<file path="config.mk">
export PLATFORM = sky130hd
export DESIGN_NAME = ula_result_fifo
export DESIGN_NICKNAME = d
export VERILOG_FILES = /design/src/rtl/ula_pkg.sv /design/src/rtl/ula_fifo_mem.sv /design/src/rtl/ula_result_fifo.sv
export SDC_FILE = /design/constraint.sdc
export NUM_CORES = 1
export LEC_CHECK = 0
export ABC_AREA = 1
export CAP_MARGIN = 25
export CORE_MARGIN = 4
export CORE_UTILIZATION = 40
export CTS_CLUSTER_SIZE = 40
export DETAILED_ROUTE_END_ITERATION = 16
export HOLD_SLACK_MARGIN = 0.15
export PLACE_DENSITY_LB_ADDON = 0.3
export SLEW_MARGIN = 20
export SYNTH_ARGS = -nofsm -noshare
export SYNTH_HDL_FRONTEND = slang
export SYNTH_SLANG_ARGS = --single-unit
</file>
<file path="constraint.sdc">
create_clock -name clk_ula -period 3.77 [get_ports clk_ula]
set_input_delay 0.754 -clock clk_ula [delete_from_list [all_inputs] [get_ports clk_ula]]
set_output_delay 0.754 -clock clk_ula [all_outputs]
set_load 0.1 [all_outputs]
</file>
<file path="src/rtl/ula_pkg.sv">
// Shared ULA definitions: result width/type and instruction encodings used by
// the ULA, its result FIFO and the bench.
package ula_pkg;

  localparam int DATA_W = 32;

  typedef logic [DATA_W-1:0] ula_result_t;

  // Instruction encoding shared with the ULA datapath.
  localparam int OP_W = 4;
  localparam logic [OP_W-1:0] OP_ADD = 4'h0;
  localparam logic [OP_W-1:0] OP_SUB = 4'h1;
  localparam logic [OP_W-1:0] OP_AND = 4'h2;
  localparam logic [OP_W-1:0] OP_OR  = 4'h3;
  localparam logic [OP_W-1:0] OP_XOR = 4'h4;
  localparam logic [OP_W-1:0] OP_SHL = 4'h5;
  localparam logic [OP_W-1:0] OP_SHR = 4'h6;
  localparam logic [OP_W-1:0] OP_NOP = 4'hF;

  // Saturating increment for the drop counter; holds at all-ones.
  function automatic logic [15:0] sat_inc16(input logic [15:0] v);
    return (&v) ? v : v + 16'd1;
  endfunction

endpackage

</file>
<file path="src/rtl/ula_fifo_mem.sv">
// DEPTH x DATA_W result storage: registered write, asynchronous read.
// Contents are deliberately not reset; validity is tracked by the controller.
module ula_fifo_mem #(
  parameter int DEPTH  = 4,
  parameter int DATA_W = 32,
  localparam int PTR_W = $clog2(DEPTH)
) (
  input  logic              clk,
  input  logic              we,
  input  logic [PTR_W-1:0]  waddr,
  input  logic [DATA_W-1:0] wdata,
  input  logic [PTR_W-1:0]  raddr,
  output logic [DATA_W-1:0] rdata
);

  logic [DATA_W-1:0] mem [DEPTH];

  // Write the accepted result into the slot at the write pointer.
  always_ff @(posedge clk) begin
    if (we) mem[waddr] <= wdata;
  end

  assign rdata = mem[raddr];

endmodule

</file>
<file path="src/rtl/ula_result_fifo.sv">
// In-order result buffer behind the ULA. Show-ahead head on a valid/ready
// port, occupancy flags, sticky overflow and a saturating drop counter.
module ula_result_fifo #(
  parameter int DEPTH  = 4,
  parameter int DATA_W = ula_pkg::DATA_W,
  parameter int DROP_W = 16,
  localparam int CNT_W = $clog2(DEPTH+1)
) (
  input  logic              clk_ula,
  input  logic              rst,
  input  logic [DATA_W-1:0] data_out,
  input  logic              valid_out,
  output logic [DATA_W-1:0] res_data,
  output logic              res_valid,
  input  logic              res_ready,
  input  logic              clr_ovf,
  output logic [CNT_W-1:0]  count,
  output logic              full,
  output logic              empty,
  output logic              overflow,
  output logic [DROP_W-1:0] drop_cnt
);

  import ula_pkg::*;

  localparam int PTR_W = $clog2(DEPTH);

  if (DEPTH < 2 || (DEPTH & (DEPTH - 1)) != 0) begin : g_bad_depth
    $error("ula_result_fifo: DEPTH must be a power of 2 and >= 2");
  end

  logic [PTR_W-1:0]  wr_ptr, rd_ptr;
  logic [DATA_W-1:0] head;
  logic              push, pop, accept, drop;

  // Flags come from registered count only, so they can never both be set.
  assign full  = (count == CNT_W'(DEPTH));
  assign empty = (count == '0);

  assign push   = valid_out;
  assign pop    = !empty && res_ready;
  // A full FIFO still accepts when the head leaves in the same edge.
  assign accept = push && (!full || pop);
  assign drop   = push && full && !pop;

  ula_fifo_mem #(
    .DEPTH (DEPTH),
    .DATA_W(DATA_W)
  ) u_mem (
    .clk  (clk_ula),
    .we   (accept && rst),
    .waddr(wr_ptr),
    .wdata(data_out),
    .raddr(rd_ptr),
    .rdata(head)
  );

  // Outputs depend only on registered state; no path from data_out/valid_out.
  assign res_valid = !empty;
  assign res_data  = empty ? '0 : head;

  // Pointer and occupancy control; pointers wrap naturally at DEPTH.
  always_ff @(posedge clk_ula) begin
    if (!rst) begin
      wr_ptr <= '0;
      rd_ptr <= '0;
      count  <= '0;
    end else begin
      if (accept) wr_ptr <= wr_ptr + 1'b1;
      if (pop)    rd_ptr <= rd_ptr + 1'b1;
      if (accept && !pop)      count <= count + 1'b1;
      else if (pop && !accept) count <= count - 1'b1;
    end
  end

  // Overflow bookkeeping; a drop in the clearing cycle takes priority.
  always_ff @(posedge clk_ula) begin
    if (!rst) begin
      overflow <= 1'b0;
      drop_cnt <= '0;
    end else if (drop) begin
      overflow <= 1'b1;
      if (clr_ovf)          drop_cnt <= DROP_W'(1);
      else if (!(&drop_cnt)) drop_cnt <= drop_cnt + 1'b1;
    end else if (clr_ovf) begin
      overflow <= 1'b0;
      drop_cnt <= '0;
    end
  end

endmodule
</file>
==> flow_metrics.env <==
export IMPL_reg2reg_slack_ps=1210
export IMPL_port_buffers=91
export IMPL_drc=0
export IMPL_synth_flop_cell="edfxtp_1"
export IMPL_synth_async_reset_ratio=0
export IMPL_cts_tree="yes"
export IMPL_n_antenna_cell=0
export IMPL_clock_sinks=154
export IMPL_placed_area_um2=8070
export IMPL_max_stage_delay_ps=630
export IMPL_routed_via_density=4.97
export IMPL_routed_wl_mm=14.8
export IMPL_worst_path_stages=5
export IMPL_place_gp_congestion=0.851
export IMPL_holdWs_ps=480
export IMPL_dp_hpwl_mm=9.91
export IMPL_leakage_nw=3.06
export IMPL_clock_tree_root_cell="clkbuf_16"
export IMPL_yosysUniqueCellTypes=33
export IMPL_grt_pass1_wl_mm=24.2
export IMPL_fp_dieH_um=136
export IMPL_avgSynthCellArea_um2=10.4
export IMPL_drt_iter0_drc=318
export IMPL_antenna_found_initial=1
export IMPL_die_w_um=136
export IMPL_fin_nets=772
export IMPL_gr_total_overflow=0
export IMPL_report_final_setup_viol=0
export IMPL_htreeDepth=4
export IMPL_fmax_mhz=300
export IMPL_crit_type="reg -> out"
export IMPL_die_area_um2=18500
export IMPL_skew_ps=7.92
export IMPL_grt_max_degree=65
export IMPL_hold_buffers=0
export IMPL_slowest_stage="clkinv_1"
export IMPL_synth_edf_count=128
export IMPL_synthCells=633
export IMPL_ys_seq_area_frac=0.666
export IMPL_cts_resized=0
export IMPL_final_cell_mix="nor2_1 (161), edfxtp_1 (128), o21ai_0 (74)"
export IMPL_report_final_slew_viol_count=0
export IMPL_worstPathBufferInverterCount=3
export IMPL_drt_wirelength_per_cell_um=15.4
export IMPL_status="complete, no violations"
export IMPL_final_common_cell="nor2_1"
export IMPL_hp_class="reg -> reg"
export IMPL_worstPathCellList="clkinv_1 > buf_4 > o21ai_0 > a21oi_1 > buf_12"
export IMPL_r2r_end="count[2]$_SDFFE_PN0P_"
export IMPL_worstSkewPairLatency_ps=410
export IMPL_drt_first_pass_iters=6
export IMPL_cts_made_buffers=17
export IMPL_fin_crit_sh=0.885
export IMPL_multi_input_area_um2=1940
export IMPL_routed_via_count=4761
export IMPL_crit_family="buffers and inverters"
export IMPL_cp_start_kind="flop"
export IMPL_period_needed_ps=3340
export IMPL_ys_ff_latch=154
export IMPL_crit_end="res_data[9]"
export IMPL_ant_nets=0
export IMPL_area_growth_synth_to_final_pct=32.0
export IMPL_placementRows=46
export IMPL_cts_setup_buffers=0
export IMPL_fin_setup_tns_ps=0
export IMPL_cp_required_ps=3020
export IMPL_grt_pass1_vias=4861
export IMPL_r2r_start="count[0]$_SDFFE_PN0P_"
export IMPL_p_per_area_nw_per_um2=834
export IMPL_pin_count=92
export IMPL_ir_drop_mv=0.486
export IMPL_coreArea_um2=15900
export IMPL_crit_path_end_kind="output port"
export IMPL_critPathMaxFanout=34
export IMPL_rsz0062_at_grt="no"
export IMPL_max_slew_margin=0.340
export IMPL_r2r_cells=10
export IMPL_regArea_um2=4370
export IMPL_final_core_util=0.543
export IMPL_grtUsageTotal=0.168
export IMPL_start_util=0.411
export IMPL_cts_buffer_depth=2
export IMPL_synthesis_nets=677
export IMPL_max_cap_violations=0
export IMPL_hold_viol=0
export IMPL_synthesis_area_um2=6560
export IMPL_clk_pin_slew_ps=60
export IMPL_synth_warnings=0
export IMPL_worstPathArrival_ps=2580
export IMPL_design_area_um2=8660
export IMPL_fill_cells=1346
export IMPL_drive_gt1_frac=0.124
export IMPL_tightest_slew_ps=987
-- power breakdown --
| part | internal (mW) | switching, mW |
|---|---|---|
| sequential | 1.94 | 0.0569 |
| clock | 1.04 | 0.634 |
| combinational | 1.05 | 2.50 |
-- sequential cells by signal (all words and copies together) (netlist names), named ones only --
name	count
overflow	1
wr_ptr	2
u_mem.mem	128
count	3
drop_cnt	16
rd_ptr	2
-- final cells by class --
class                   count  area share
repair buffers            101       0.152
clock inverters            11      0.0169
flip-flops and latches    154       0.504
clock buffers              21      0.0509
multi-input cells         408       0.224
well taps                 216      0.0312
inverters                  46      0.0199
-- logic make-up (layout without fill, tap and decap cells) --
kind of cell               count (synthesis)  after routing  synth area share
buffers and inverters                     71            179            0.0426
and+or+nand+nor                          270            270             0.175
xor gates and xnor gates                   1              1           0.00134
AOI/OAI and AO/OA                        130            130             0.100
DFF                                      154            154             0.666
adders and majority gates                  7              7            0.0145
-- cell usage after synthesis, types with 4 or more instances --
master    instances  area (um^2)
inv_1            41          154
o21ai_0          74          370
buf_2             4         20.0
nand4_1           9         56.3
nor2_1          165          619
nand2_1          66          248
clkbuf_1         16         60.1
buf_1             4         15.0
a21oi_1          50          250
edfxtp_1        128         3840
ha_1              6         75.1
dfxtp_1          26          521
nand3_1          14         70.1
-- worst min path at each step --
stage                            from                endpoint  depth (start not counted)
3_5_place_dp   rd_ptr[0]$_SDFFE_PN0N_  rd_ptr[0]$_SDFFE_PN0N_                          1
2_1_floorplan  rd_ptr[1]$_SDFFE_PN0N_                    flop                          2
4_1_cts        rd_ptr[0]$_SDFFE_PN0N_  rd_ptr[0]$_SDFFE_PN0N_                          1
6_report       rd_ptr[0]$_SDFFE_PN0N_  rd_ptr[0]$_SDFFE_PN0N_                          1
5_1_grt        rd_ptr[1]$_SDFFE_PN0N_  rd_ptr[1]$_SDFFE_PN0N_                          2
3_3_place_gp   rd_ptr[1]$_SDFFE_PN0N_                    flop                          2
-- routing by layer --
layer / vias up / part of all wire / GRT usage
li1: 2353 / - / -
met5: - / 0.0014 / 0
met1: 2234 / 0.42 / 0.205
met3: 21 / 0.061 / 0.0503
met4: 2 / 0.015 / 0.0649
met2: 151 / 0.50 / 0.279
-- per-stage QoR --
step / instances / total power [mW] / setup slack, ps
after floorplan: 633 / 4.36 / -300
after global placement: 924 / 5.57 / 832
after detailed placement: 925 / 5.60 / 768
after CTS: 957 / 7.28 / 443
after global routing: 957 / 7.51 / 240
final: 957 / 7.22 / 433
(Power assumes the default switching activity.)
